File: config.mk
export PLATFORM = sky130hd
export DESIGN_NAME = ipd_dac_tx
export DESIGN_NICKNAME = d
export VERILOG_FILES = /design/src/rtl/ipd_dac_pkg.sv /design/src/rtl/ipd_dac_tx_spi.sv /design/src/rtl/ipd_dac_tx.sv
export SDC_FILE = /design/constraint.sdc
export NUM_CORES = 1
export LEC_CHECK = 0
export ABC_AREA = 1
export ABC_CLOCK_PERIOD_IN_PS = 1810
export CELL_PAD_IN_SITES_DETAIL_PLACEMENT = 0
export CELL_PAD_IN_SITES_GLOBAL_PLACEMENT = 1
export CORE_UTILIZATION = 35
export DETAILED_ROUTE_END_ITERATION = 8
export HOLD_SLACK_MARGIN = 0.15
export PLACE_DENSITY = 0.74
export SLEW_MARGIN = 30
export SYNTH_ARGS = -nofsm -noshare
export SYNTH_HDL_FRONTEND = slang
export SYNTH_SLANG_ARGS = --single-unit
File: constraint.sdc
create_clock -name clk -period 1.81 [get_ports clk]
set_input_delay 0.2715 -clock clk [delete_from_list [all_inputs] [get_ports clk]]
set_output_delay 0.2715 -clock clk [all_outputs]
set_load 0.02 [all_outputs]
File: src/rtl/ipd_dac_pkg.sv
// Shared widths, DAC frame header, serializer state encoding and the
// scale/saturate helper for the I-PD actuator path.
package ipd_dac_pkg;

  localparam int FRAME_W = 16;
  localparam int DAC_W   = 12;
  localparam int SUMA_W  = 22;

  // A/B=0 (channel A), BUF=0, GA_n=1 (1x gain), SHDN_n=1 (active)
  localparam logic [3:0] DAC_HDR = 4'b0011;

  typedef enum logic [1:0] {
    ST_IDLE,
    ST_SETUP,
    ST_SHIFT,
    ST_HOLD
  } ser_state_t;

  // Returns {sat, code}: negative values clamp to 0, values above the
  // 12-bit range clamp to full scale.
  function automatic logic [DAC_W:0] sat_code(input logic [SUMA_W-1:0] v);
    if (v[SUMA_W-1])
      return {1'b1, {DAC_W{1'b0}}};
    else if (|v[SUMA_W-2:DAC_W])
      return {1'b1, {DAC_W{1'b1}}};
    else
      return {1'b0, v[DAC_W-1:0]};
  endfunction

endpackage

File: src/rtl/ipd_dac_tx_spi.sv
// SPI serializer for an MCP4921-class DAC: shift register, sclk divider and
// frame sequencing FSM behind a start/code/busy handshake.
//
//   state    | meaning
//   ---------+------------------------------------------------------------
//   ST_IDLE  | cs_n high, waiting for start
//   ST_SETUP | cs_n low, MSB on mosi, waiting before the first sclk rise
//   ST_SHIFT | sclk toggling; mosi advances on each falling edge
//   ST_HOLD  | cs_n high again (DAC latches), busy held before idle
module spi_dac_ser
  import ipd_dac_pkg::*;
#(
  parameter int DIV_SCLK = 2
) (
  input  logic             clk,
  input  logic             rst,
  input  logic             i_start,
  input  logic [DAC_W-1:0] i_code,
  output logic             o_busy,
  output logic             o_cs_n,
  output logic             o_sclk,
  output logic             o_mosi
);

  localparam int DIV_W = $clog2(2*DIV_SCLK + 1);

  ser_state_t         r_state;
  logic [FRAME_W-1:0] r_sr;
  logic [DIV_W-1:0]   r_div;
  logic [3:0]         r_bit;
  logic [FRAME_W-1:0] w_frame;

  assign w_frame = {DAC_HDR, i_code};

  always_ff @(posedge clk) begin
    if (rst) begin
      r_state <= ST_IDLE;
      r_sr    <= '0;
      r_div   <= '0;
      r_bit   <= '0;
      o_busy  <= 1'b0;
      o_cs_n  <= 1'b1;
      o_sclk  <= 1'b0;
      o_mosi  <= 1'b0;
    end else begin
      case (r_state)
        ST_IDLE: begin
          if (i_start) begin
            r_sr    <= w_frame;
            o_mosi  <= w_frame[FRAME_W-1];
            o_cs_n  <= 1'b0;
            o_busy  <= 1'b1;
            r_div   <= DIV_W'(DIV_SCLK - 1);
            r_bit   <= 4'd15;
            r_state <= ST_SETUP;
          end
        end
        ST_SETUP: begin
          if (r_div == '0) begin
            o_sclk  <= 1'b1;
            r_div   <= DIV_W'(DIV_SCLK - 1);
            r_state <= ST_SHIFT;
          end else begin
            r_div <= r_div - DIV_W'(1);
          end
        end
        ST_SHIFT: begin
          if (r_div == '0) begin
            r_div <= DIV_W'(DIV_SCLK - 1);
            if (o_sclk) begin
              o_sclk <= 1'b0;
              // r_bit counts falling edges still to come; zero means this is the 16th
              if (r_bit == 4'd0) begin
                o_cs_n  <= 1'b1;
                o_mosi  <= 1'b0;
                r_div   <= DIV_W'(2*DIV_SCLK - 1);
                r_state <= ST_HOLD;
              end else begin
                r_bit  <= r_bit - 4'd1;
                r_sr   <= {r_sr[FRAME_W-2:0], 1'b0};
                o_mosi <= r_sr[FRAME_W-2];
              end
            end else begin
              o_sclk <= 1'b1;
            end
          end else begin
            r_div <= r_div - DIV_W'(1);
          end
        end
        ST_HOLD: begin
          if (r_div == '0) begin
            o_busy  <= 1'b0;
            r_state <= ST_IDLE;
          end else begin
            r_div <= r_div - DIV_W'(1);
          end
        end
        default: r_state <= ST_IDLE;
      endcase
    end
  end

endmodule

File: src/rtl/ipd_dac_tx.sv
// Sample strobe generator, latency-aligned capture of the controller output,
// scale/saturate to a 12-bit DAC code, and hand-off to the SPI serializer.
module ipd_dac_tx
  import ipd_dac_pkg::*;
#(
  parameter int PERIODO  = 100,
  parameter int LATENCIA = 16,
  parameter int SHIFT    = 8,
  parameter int DIV_SCLK = 2
) (
  input  logic              clk,
  input  logic              rst,
  input  logic              en,
  output logic              listo,
  input  logic [SUMA_W-1:0] suma,
  output logic [DAC_W-1:0]  dato_dac,
  output logic              sat,
  output logic              busy,
  output logic              overrun,
  output logic              cs_n,
  output logic              sclk,
  output logic              mosi
);

  // A whole frame plus capture latency must fit inside one sample period
  if (PERIODO <= LATENCIA + 4 + 34*DIV_SCLK) begin : g_bad_periodo
    $error("ipd_dac_tx: PERIODO too small for LATENCIA and DIV_SCLK");
  end

  localparam int CNT_W = $clog2(PERIODO);
  localparam int LAT_W = $clog2(LATENCIA + 2);

  logic [CNT_W-1:0]         r_cnt;
  logic [LAT_W-1:0]         r_lat;
  logic                     w_strobe;
  logic                     w_capture;
  logic signed [SUMA_W-1:0] w_scaled;
  logic [DAC_W:0]           w_sat_code;

  assign w_strobe   = en && (r_cnt == '0);
  assign w_capture  = (r_lat == LAT_W'(1));
  assign w_scaled   = $signed(suma) >>> SHIFT;
  assign w_sat_code = sat_code(w_scaled);

  always_ff @(posedge clk) begin
    if (rst) begin
      r_cnt    <= '0;
      r_lat    <= '0;
      listo    <= 1'b0;
      dato_dac <= '0;
      sat      <= 1'b0;
      overrun  <= 1'b0;
    end else begin
      if (!en) begin
        r_cnt <= '0;
        listo <= 1'b0;
      end else if (w_strobe) begin
        r_cnt <= CNT_W'(1);
        listo <= 1'b1;
      end else begin
        listo <= 1'b0;
        r_cnt <= (r_cnt == CNT_W'(PERIODO - 1)) ? '0 : r_cnt + CNT_W'(1);
      end

      // Armed capture keeps running even if en drops afterwards
      if (w_strobe)
        r_lat <= LAT_W'(LATENCIA + 1);
      else if (r_lat != '0)
        r_lat <= r_lat - LAT_W'(1);

      if (w_capture) begin
        sat      <= w_sat_code[DAC_W];
        dato_dac <= w_sat_code[DAC_W-1:0];
        if (busy)
          overrun <= 1'b1;
      end
    end
  end

  spi_dac_ser #(
    .DIV_SCLK(DIV_SCLK)
  ) u_ser (
    .clk    (clk),
    .rst    (rst),
    .i_start(w_capture),
    .i_code (w_sat_code[DAC_W-1:0]),
    .o_busy (busy),
    .o_cs_n (cs_n),
    .o_sclk (sclk),
    .o_mosi (mosi)
  );

endmodule

======== Word level (Yosys, flattened, before mapping) ========
Cells that the tools add are included.
storage, ports and cells
  flip-flop bits (word level) ............. 55
  input bits .............................. 25
  output and inout bits ................... 19
  logic and storage cells ................. 103
cells by class
  add/sub/neg operators ................... 4
  eq/ne operators ......................... 13
  multiplexer cells ....................... 47
  bitwise operators ....................... 1
  reduce and logical (&&, ||, !) cells .... 22
operator list
  kind                                                                count
  15-bit two-way mux                                                  4
  15-bit case mux with 2 select lines                                 1
  13-bit two-way mux                                                  2
  4-bit two-way mux                                                   4
  1-bit two-way mux                                                   15
  3-bit two-way mux                                                   5
  2-bit two-way mux                                                   7
  2-bit by 1-bit != test with 1-bit output, second input constant     6
  3-bit case mux with 4 select lines                                  1
  5-bit two-way mux                                                   2
  5-bit AND reduction                                                 2
  1-bit case mux with 2 select lines                                  4
  2-bit case mux with 4 select lines                                  1
  4-bit case mux with 2 select lines                                  1
  2-bit nonzero test                                                  4
  7-bit by 1-bit adder with 7-bit output, second input constant       1
  7-bit == test, second input constant                                1
  7-bit logical NOT                                                   1
  3-bit AND reduction                                                 2
  6-bit AND reduction                                                 1
  2-bit OR reduction                                                  3
  5-bit by 1-bit == test with 1-bit output, second input constant     1
  5-bit nonzero test                                                  1
  5-bit by 1-bit subtractor with 5-bit output, second input constant  1
  other kinds (13)                                                    16

======== Logic depth before layout (Yosys ltp) ========
  depth in word-level cells ............... 5
  mapped depth ............................ 11
  mapped depth without buffers ............ 11

======== Modules after synthesis ========
Synthesis repeated with hierarchy kept, for this count alone.
unflattened totals
  cell total of the unflattened synthesis .. 415
  area total of the unflattened synthesis .. 2803.9 µm²
by module, submodules not included
  module       instances  cells each  area each (µm²)  seq. area each (µm²)
  spi_dac_ser  1          241         1549.0           560.5
  ipd_dac_tx   1          174         1255.0           540.5

======== Worst setup path before layout ========
No wires, ideal clock.
  kind .................................... flip-flop to flip-flop
  start ................................... register u_ser.r_state[0]
  end ..................................... register u_ser.r_sr[14]
  setup time .............................. 130 ps
  arrival ................................. 1507 ps
  required time ........................... 1680 ps
  setup slack ............................. 173 ps
  stages on the path, launching flop included .. 12
  path buffers ............................ 2
  clock period less this slack ............ 1637 ps
  cells stage by stage .................... dfxtp_1 inv_1 ha_1 buf_6 or2_1 nand2_2 nor2_4 nand2_4 buf_8 nand2_4 nand2_2 nor2_2
between the ends
  cells in the longest elaborated chain, start to end .. 3
  elaborated cells on any way between the ends .. 9
  those cells by class .................... 5 x eq/ne; 1 x mux; 3 x reduce/logical
RTL lines
  element                                                       line                  source
  start, declared                                               ipd_dac_tx_spi.sv:27  ser_state_t r_state;
  start signal, assigned                                        ipd_dac_tx_spi.sv:37  r_state <= ST_IDLE;
  start signal, assigned                                        ipd_dac_tx_spi.sv:55  r_state <= ST_SETUP;
  start signal, assigned                                        ipd_dac_tx_spi.sv:62  r_state <= ST_SHIFT;
  2-bit == test or 2-bit logical NOT (tied branches)            ipd_dac_tx_spi.sv:46  case (r_state)
  2-bit != test (no source line), or another cell as far along  -
  5-bit AND reduction (no source line)                          -
  end signal, assigned                                          ipd_dac_tx_spi.sv:49  r_sr <= w_frame;
  end signal, assigned                                          ipd_dac_tx_spi.sv:80  r_sr <= {r_sr[FRAME_W-2:0], 1'b0};
  end, declared                                                 ipd_dac_tx_spi.sv:28  logic [FRAME_W-1:0] r_sr;
Parallel ways exist; a longest one is shown, timed or not.
A chain may end at the register's enable or synchronous reset.

======== Final worst setup path ========
  start ................................... register r_lat[1]
  end ..................................... register u_ser.o_cs_n
between the ends
  cells in the longest elaborated chain, start to end .. 3
RTL lines
  element                                                    line                  source
  start, declared                                            ipd_dac_tx.sv:34      logic [LAT_W-1:0] r_lat;
  start signal, assigned                                     ipd_dac_tx.sv:67      r_lat <= LAT_W'(LATENCIA + 1);
  start signal, assigned                                     ipd_dac_tx.sv:69      r_lat <= r_lat - LAT_W'(1);
  5-bit by 1-bit == test with 1-bit output                   ipd_dac_tx.sv:41      assign w_capture = (r_lat == LAT_W'(1));
  2-bit by 1-bit != test with 1-bit output (no source line)  -
  5-bit AND reduction (no source line)                       -
  end signal, assigned                                       ipd_dac_tx_spi.sv:42  o_cs_n <= 1'b1;
  end signal, assigned                                       ipd_dac_tx_spi.sv:51  o_cs_n <= 1'b0;
  end signal, assigned                                       ipd_dac_tx_spi.sv:74  o_cs_n <= 1'b1;
  end, declared                                              ipd_dac_tx_spi.sv:20  output logic o_cs_n,
Every way passes these cells.

==> results.md <==
- Largest area contributor in the netlist: dfxtp_1
- Antenna viol nets, final: 0
- Largest net degree at the start of global routing: 27
- Final Max Slew Viols: 0
- Clock Skew: 8.61 ps
- Worst Tran Pin Value: 541 ps
- Num CTS Buffers: 5
- WL final: 6150 um
- CTS tree: yes
- Total Power: 5340 uW
- Sink Count: between 50 and 60
- Initial DRT Pass Iterations: 4
- Area delta synth->final: 20.0%
- Nets: around 500
- Dominant synthesized flop cell: dfxtp_1
- Vias in the first global route: 2318
- Max Clock Freq: 0.609 GHz
- Worst hold path startpoint: u_ser.r_sr[7]
- RSZ-0062 raised after global routing: no
- Root buf cell: clkbuf_8
- Share of the synthesized area in the top cell type: 0.379
- FF+latch area: 1100 um^2
- Vias per cell: 4.58
- Crit-path max FO: 16
- N_diodes: 0
- Max clock buf depth: 2
- Setup bufs post-CTS: 0
- Min cycle time layout: 1640 ps
- Fillers: 812
- Setup crit end kind: flop
- Async SR Flop Fraction: 0
- Worst-Skew Late Latency: roughly 310 ps
- Register bit total from synthesis: 55
- Register area share after synthesis: 0.379
- Yosys warning total: 0
- Syn avg cell area: 6.94 um^2
- Die Width: roughly 93 um
- Hold WS: 470 ps
- Most common cell after layout, fill and taps aside: nand2_1
- Endpoint, Worst Hold: u_ser.r_sr[7]
- Initial cell density of the core: 0.368
- Register-to-Register Path Depth: 10
- Final Hold Violating Endpoints: 0
- Critical R2R Capture: u_ser.o_cs_n
- Ratio of cells with drive above 1 in the final layout: 0.121
- Commonest cells after routing, fill and taps aside: nand2_1 (85), nor2_1 (83), dfxtp_1 (55)
- Main area contributors after synthesis: dfxtp_1 (38%), nand2_1 (11%), nor2_1 (11%)
- Starting DRC count in detailed routing: 65
- Outcome: completed
- Post-Syn Area: 2900 um^2
- Clock transition at the registers of the reported paths: 100 ps
- Multi-input gate area: about 1500 um^2
- Setup crit start kind: flop
- First-pass GRT wire length: about 11000 um
- Post-detail-place hpwl: 4390 um
- CORE AREA: 7890 um^2
- CP required: 2000 ps
- PD cells: 1530 nW/um^2
- Die height: 93.1 um
- Synthesized instance count: 418
- Final core occ: 0.441
- Cell count after placement: 550
- Worst reg2reg setup slack: 170 ps
- WL/cell: 11.0 um
- Routability cong.: 0.779
- Post-CTS sizing: 0
- Worst reg2reg path startpoint: r_lat[1]
- Slew headroom: 0.635
- Initial antenna violation count: 0
- Lkg Pwr: 0.00150 uW
- All-layer global routing usage: 0.152
- Final setup viols: 0
- Worst min path class: reg -> reg
- Worst Path Arrival: approximately 1800 ps
- Remaining DRCs: 0
- Post-route clock period utilization: 0.908
- Remaining Overflow, GRT: 0
- Die area: 8660 um^2
- Hold path depth: 2
- # hold bufs at CTS: 0
- Vias post-DR: ~2600
- Peak supply drop: 835 uV
- Setup TNS: 0 ps
- Rows: 32
- Critical path class: reg -> reg
- Post-synth EDFFs: 0
- MaxCap Viol Count: 0
- Port Buffer Count: 35
- Syn Nets: 456
- Finished Layout Cells: 558
- Yosys cell types: 31
- H-tree depth: 2
- # IOs: 44
==> metrics by stage <==
step	setup WS, ps	area, um^2
after global routing	11.9	3480
after global placement	122	3370
after detailed placement	99.9	3370
final	167	3480
after floorplan	173	2900
after CTS	62.1	3470
==> synthesized netlist by cell type, types with 2 or more instances <==
| cell | n |
|---|---|
| nand2_1 | 85 |
| nor2_1 | 83 |
| dfxtp_1 | 55 |
| inv_1 | 47 |
| nand3_1 | 28 |
| o21ai_0 | 24 |
| ha_1 | 13 |
| nand2_2 | 12 |
| a21oi_1 | 11 |
| nor3_1 | 9 |
| a21oi_2 | 8 |
| buf_2 | 6 |
| clkbuf_1 | 4 |
| nand2_4 | 4 |
| nor2_2 | 3 |
| nor2_4 | 3 |
| a211oi_1 | 2 |
| buf_4 | 2 |
| buf_6 | 2 |
| inv_2 | 2 |
| nand3b_1 | 2 |
| or2_2 | 2 |
| xnor2_1 | 2 |
| xor2_1 | 2 |
==> critical path, stage by stage (launching register included) <==
cell and delay [ps]:
dfxtp_1 330, inv_1 100, ha_1 150, inv_1 60, nor2_4 100, nand2_4 130
a21oi_4 240, buf_6 210, nand3_1 80, nand2_1 70, nand3_1 60
==> registers in the layout (all words and copies together) (netlist names) <==
| register | cells |
|---|---|
| u_ser.r_sr | 15 |
| listo | 1 |
| u_ser.r_bit | 4 |
| u_ser.o_mosi | 1 |
| sat | 1 |
| u_ser.o_sclk | 1 |
| overrun | 1 |
| u_ser.o_busy | 1 |
| r_lat | 5 |
| u_ser.r_div | 3 |
| r_cnt | 7 |
| dato_dac | 12 |
| u_ser.r_state | 2 |
| u_ser.o_cs_n | 1 |
==> worst max path at each step <==
stage                          start             end  slack, ps  cells after the start
floorplan           u_ser.r_state[0]  u_ser.r_sr[14]        170                     11
global placement    u_ser.r_state[0]   u_ser.r_sr[3]        120                      9
detailed placement  u_ser.r_state[0]  u_ser.r_bit[3]        100                      8
CTS                 u_ser.r_state[0]  u_ser.r_bit[3]         60                      8
global route                r_lat[1]  u_ser.r_div[1]         10                     10
finish                      r_lat[1]    u_ser.o_cs_n        170                     10
==> cell families after synthesis <==
| logic type | Yosys count | share of synthesized area |
|---|---|---|
| simple gates | 233 | 0.354 |
| buf+inv | 65 | 0.0983 |
| flops | 55 | 0.379 |
| compound gates | 48 | 0.100 |
| fa+ha+maj | 13 | 0.0560 |
| xor+xnor | 4 | 0.0121 |
==> metal layers <==
| layer | wire length [um] | up-vias | global-route usage | share of wire |
|---|---|---|---|---|
| met5 | 0 | - | 0 | 0 |
| met4 | 36 | 0 | 0.0346 | 0.0059 |
| met3 | 199 | 2 | 0.0309 | 0.032 |
| met2 | 2750 | 37 | 0.248 | 0.45 |
| met1 | 3160 | 1150 | 0.207 | 0.51 |
| li1 | - | 1369 | - | - |
==> final cells by class <==
type,instances,share of cell area
clock buffers,5,0.0198
repair buffers,46,0.129
well taps,102,0.0367
inverters,49,0.0528
multi-input cells,298,0.439
clock inverters,3,0.00683
flip-flops and latches,55,0.316
==> where the power goes <==
part,internal [uW],switching [uW],total (uW)
sequential,1570,220,1790
clock,278,425,703
combinational,1100,1740,2840
total,2950,2380,5340
(Power assumes the default switching activity.)
==> RTL change 1: new RTL, config.mk and constraints unchanged <==
Add an input register stage for `suma`, cleared by the reset; this delays it by one clock. The other inputs are not delayed to match.
--- a/src/rtl/ipd_dac_tx.sv
+++ b/src/rtl/ipd_dac_tx.sv
@@ -23,4 +23,14 @@
 );
 
+  logic [SUMA_W-1:0] suma_q;
+
+  always_ff @(posedge clk) begin
+    if (rst) begin
+      suma_q <= '0;
+    end else begin
+      suma_q <= suma;
+    end
+  end
+
   // A whole frame plus capture latency must fit inside one sample period
   if (PERIODO <= LATENCIA + 4 + 34*DIV_SCLK) begin : g_bad_periodo
@@ -40,5 +50,5 @@
   assign w_strobe   = en && (r_cnt == '0);
   assign w_capture  = (r_lat == LAT_W'(1));
-  assign w_scaled   = $signed(suma) >>> SHIFT;
+  assign w_scaled   = $signed(suma_q) >>> SHIFT;
   assign w_sat_code = sat_code(w_scaled);
 
Formal check against the unedited RTL: same outputs for any inputs over 10 cycles, from zero or initial values and one cycle with rst high; that may be too few to reach the edited logic, so the function may still have changed.
==> RTL change 1 against the original RTL <==
Maximum frequency shrank 1.4%. Count of clock-buffer cells in the layout grew 4. Sequential cell count grew 14. Setup slack lost 23 ps. Routed wire length grew 11%. Critical path depth shrank 9. Design area grew 13%. Synthesized area grew 10%. Total power grew 23%. Highest routed layer unchanged.
==> RTL change 1: results (changes against the original RTL) <==
[synth]
ys_types=31  ; unchanged
synth_seq_area_share=0.432  ; +0.0530
synth_commonest_cells=98 x nor2_1, 85 x nand2_1, 69 x dfxtp_1
synth_fp_nets=498  ; +9.2%
synth-async-reset-ratio=0  ; unchanged
synth_area_leaders=dfxtp_1 43%, nor2_1 12%, nand2_1 10%

[power]
irDropWorstVdd_mv=0.674  ; -19%
p_leak_nw=1.77  ; +18%
power.internal_w=0.00398  ; +35%

[status]
status=complete, no violations

[grt]
grt_pass1_wl_um=11800  ; +11%
grtUsageTotal=0.153  ; +0.00110
grt_pass1_vias=2610  ; +13%
grt_max_degree=32  ; +19%

[min_path]
hp-class=input pin to flip-flop

[clock_tree]
worstSkewPairLatency_ps=340  ; +30 ps
cts_buffers=9  ; +4
clockBufferDepth=2  ; unchanged
htreeDepth=3  ; +1
path_clk_slew_ps=80  ; -20 ps

[place]
globalplace.congestion=0.754  ; -3.2%
port_buffers=35  ; unchanged
place_hpwl_um=4710  ; +7.2%

[sta]
relSlewSlack=0.621  ; -0.0148
skew_ps=10.1  ; +1.44 ps

[critical_path]
cp.arrival_ps=1390  ; -440 ps
crit_family=buffers and inverters
slowest_stage=clkdlybuf4s50_1
max_stage_delay_ps=640  ; +310 ps
cp_max_fo=4  ; -12

[final_layout]
n_fill_cell=932  ; +15%
drive_gt1_frac=0.0792  ; -0.0414
reg_top3=u_ser.r_sr x15, suma_q x14, dato_dac x12
final_nets=538  ; +9.1%

[route]
routed_via_density=4.56  ; -0.50%
dr.pass1.iters=4  ; unchanged
wl_per_cell_um=11.1  ; +1.1%
dr.first_iter.drc_count=111  ; +71%

==> RTL change 1: logic make-up after synthesis <==
family	after synthesis	share of synthesized area
compound gates	56	0.0948
xor+xnor	3	0.00822
fa+ha+maj	13	0.0509
buf+inv	84	0.107
flops	69	0.432
simple gates	235	0.307
==> RTL change 1: worst reg2reg max path, cell delays in order, from the launching register on <==
cell and delay (ps):
dfxtp_1 330, inv_1 70, ha_2 230, buf_4 170
inv_2 60, nor2_2 50, a21oi_4 200, buf_6 210
nand3_1 90, nand2_1 70, nor2_1 30
==> RTL change 1: path summary, 6_finish.rpt <==
check	endpoint	from	slack, ps	cells after the start
worst max-delay path	sclk	u_ser.o_sclk	140	1
worst max register to register	u_ser.r_sr[14]	u_ser.r_state[0]	170	10
worst min register to register	u_ser.r_sr[12]	u_ser.r_sr[12]	460	2
worst min-delay path	suma_q[18]	suma[18]	440	3
==> RTL change 1: power groups by stage <==
| stage | registers (W) | clock network [W] | logic [W] |
|---|---|---|---|
| after floorplan | 0.00230 | 0 | 0.00195 |
| after global placement | 0.00219 | 0 | 0.00276 |
| after detailed placement | 0.00220 | 0 | 0.00281 |
| after CTS | 0.00217 | 0.00160 | 0.00283 |
| after global routing | 0.00222 | 0.00166 | 0.00326 |
| final | 0.00217 | 0.00154 | 0.00285 |
==> RTL change 1: per-stage QoR <==
step / area, sq um / setup WS, ps / cells
floorplan: 3200 / 206 / 460
global placement: 3690 / 134 / 597
detailed placement: 3690 / 117 / 597
CTS: 3940 / 90.5 / 613
global route: 3950 / 28.2 / 613
finish: 3950 / 144 / 613
==> RTL change 1: final cells by class <==
type | instances | area, sq um | area share
clock buffers | 9 | 124 | 0.0314
clock inverters | 7 | 123 | 0.0310
inverters | 66 | 248 | 0.0627
multi-input cells | 307 | 1480 | 0.375
flip-flops and latches | 69 | 1380 | 0.350
well taps | 108 | 135 | 0.0342
repair buffers | 47 | 457 | 0.116
==> RTL change 1: layer usage <==
layer  vias to the layer above  global-route usage  wire length (um)
li1                       1503                   -                 -
met1                      1247               0.200              3370
met2                        42               0.247              3160
met3                         4              0.0468               255
met4                         0              0.0373                52
met5                         -                   0                 0
==> RTL change 1: timing repair <==
action                     in CTS  in global routing
buffers inserted                0                  0
setup endpoints to repair       0                 22
gates resized for setup         0                  3
==> RTL change 2: new RTL, same settings <==
Without the edit above. Change the package constant `SUMA_W` from 22 to 44.
--- a/src/rtl/ipd_dac_pkg.sv
+++ b/src/rtl/ipd_dac_pkg.sv
@@ -5,5 +5,5 @@
   localparam int FRAME_W = 16;
   localparam int DAC_W   = 12;
-  localparam int SUMA_W  = 22;
+  localparam int SUMA_W  = 44;
 
   // A/B=0 (channel A), BUF=0, GA_n=1 (1x gain), SHDN_n=1 (active)
Ports: changed (resized suma); port bits go from 44 to 66. No check against the original RTL was run, so the function may have changed too.
==> RTL change 2 against the original RTL <==
Routed wire length is 13% higher. Critical path depth unchanged. Setup slack better by 62 ps. Sequential cell count unchanged. Largest cell class unchanged. Total power down 14%. Design area rose by 9.2%. Synthesized area up 2.8%. Non-clock buffer count grew 24.
==> RTL change 2: results (changes against the original RTL) <==
[min_path]
hp-start=u_ser.r_bit[0]
hold_path_end=u_ser.r_bit[0]
whs_path_depth=1  ; -1

[route]
wl_met2_um=3080  ; +12%
wl_met3_um=173  ; -13%
vias=2812  ; +9.9%
maxUsedRoutingLayer=met4
wl_per_cell_um=11.4  ; +3.3%
dr.first_iter.drc_count=79  ; +22%
met1_length_um=3570  ; +13%

[critical_path]
cp_max_fo=30  ; +14
max_stage_delay_ps=350  ; +20 ps
r2r-end=u_ser.r_sr[12]
r2r.worst_path.cells=10  ; unchanged
r2r_setup_slack_ps=230  ; +60 ps
cp.arrival_ps=1780  ; -50 ps
worstSetupPathType=flip-flop to flip-flop
reg2reg_from=u_ser.r_state[0]
slowest_stage=dfxtp_2
crit_family=simple AND/OR/NAND/NOR gates
critical_path.startpoint_type=flip-flop

[sta]
worst_pin_slew_ps=341  ; -200 ps
skew_ps=5.71  ; -2.90 ps
worst_hold_slack_ps=435  ; -34.8 ps
finalCritPeriodShare=0.874  ; -0.0340

[clock_tree]
cts_buffers=5  ; unchanged
htreeDepth=2  ; unchanged
cts_root_buf=clkbuf_8
post_cts_buffers=0  ; unchanged

[synth]
synth_fp_nets=504  ; +11%
synth-async-reset-ratio=0  ; unchanged
ys_types=29  ; -6.5%
synth_area_leaders=dfxtp_1 37%, nand2_1 13%, inv_1 9.1%
synth_seq_area_share=0.369  ; -0.0105
synth_commonest_cells=100 x nand2_1, 72 x inv_1, 55 x dfxtp_1

[grt]
grt_max_degree=31  ; +15%
met3_usage=0.0282  ; -0.00271
globalRouteMet2Util=0.286  ; +0.0375
antenna_found_initial=0  ; unchanged
grtUsageTotal=0.171  ; +0.0182
grt_pass1_vias=2704  ; +17%
grt_pass1_wl_um=12100  ; +14%
use_met1=0.225  ; +0.0179

[place]
dpl_cell_area_sq_um=3710  ; +9.9%
globalplace.congestion=0.826  ; +6.1%
place_hpwl_um=5150  ; +17%
pre_cts_ws_ps=116  ; +15.7 ps
port_buffers=57  ; +63%

[power]
p_leak_nw=1.83  ; +22%
irDropWorstVdd_mv=0.430  ; -48%

[final_layout]
diodes=0  ; unchanged
drive_gt1_frac=0.0713  ; -0.0493
final_nets=564  ; +14%
n_fill_cell=861  ; +6.0%

[status]
status=complete, no violations

RTL change 2: cell types whose count changed in the layout (fill, tap and decap cells not counted), moves of 8 or more:
cell | unedited run | this run
nor2_1 | 83 | 50
a21oi_1 | 11 | 38
inv_1 | 47 | 72
clkdlybuf4s50_1 | 35 | 57
nand4_1 | 1 | 17
nand2_1 | 85 | 100
nand2_2 | 12 | 2
a21oi_2 | 8 | 0
RTL change 2: layout make-up:
cell class	instances	area, sq um	share of cell area
multi-input cells	296	1500	0.395
flip-flops and latches	55	1100	0.290
repair buffers	70	693	0.182
inverters	76	285	0.0750
well taps	105	131	0.0346
clock buffers	5	68.8	0.0181
clock inverters	3	20.0	0.00526
RTL change 2: report_power, final:
part	internal [W]	switching, W	leakage [nW]	total (W)
clock network	0.000271	0.000422	0.0402	0.000693
registers	0.00154	0.000169	0.451	0.00171
logic	0.000901	0.00130	1.34	0.00220
RTL change 2: worst reg2reg max path, delay by kind of cell, from the launching register on:
family / cells / cell delay, ps
and+or+nand+nor: 5 / 450
DFF: 1 / 350
buffers and inverters: 3 / 340
adders and majority gates: 1 / 290
AOI/OAI and AO/OA: 1 / 40
RTL change 2: repair_timing:
| action | in CTS | in global routing |
|---|---|---|
| setup endpoints to repair | 0 | 22 |
| gates resized for setup | 0 | 2 |
| hold buffers | 0 | 0 |
RTL change 2: per-stage QoR:
step                      instances  total power, W
after floorplan                 444         0.00330
after global placement          602         0.00390
after detailed placement        602         0.00393
after CTS                       610         0.00465
after global routing            610         0.00504
final                           610         0.00460
RTL change 2: logic make-up after synthesis:
group / count (synthesis) / share of synthesized area
fa+ha+maj: 13 / 0.0545
xor+xnor: 4 / 0.0117
flops: 55 / 0.369
buf+inv: 93 / 0.129
compound gates: 63 / 0.112
simple gates: 216 / 0.324
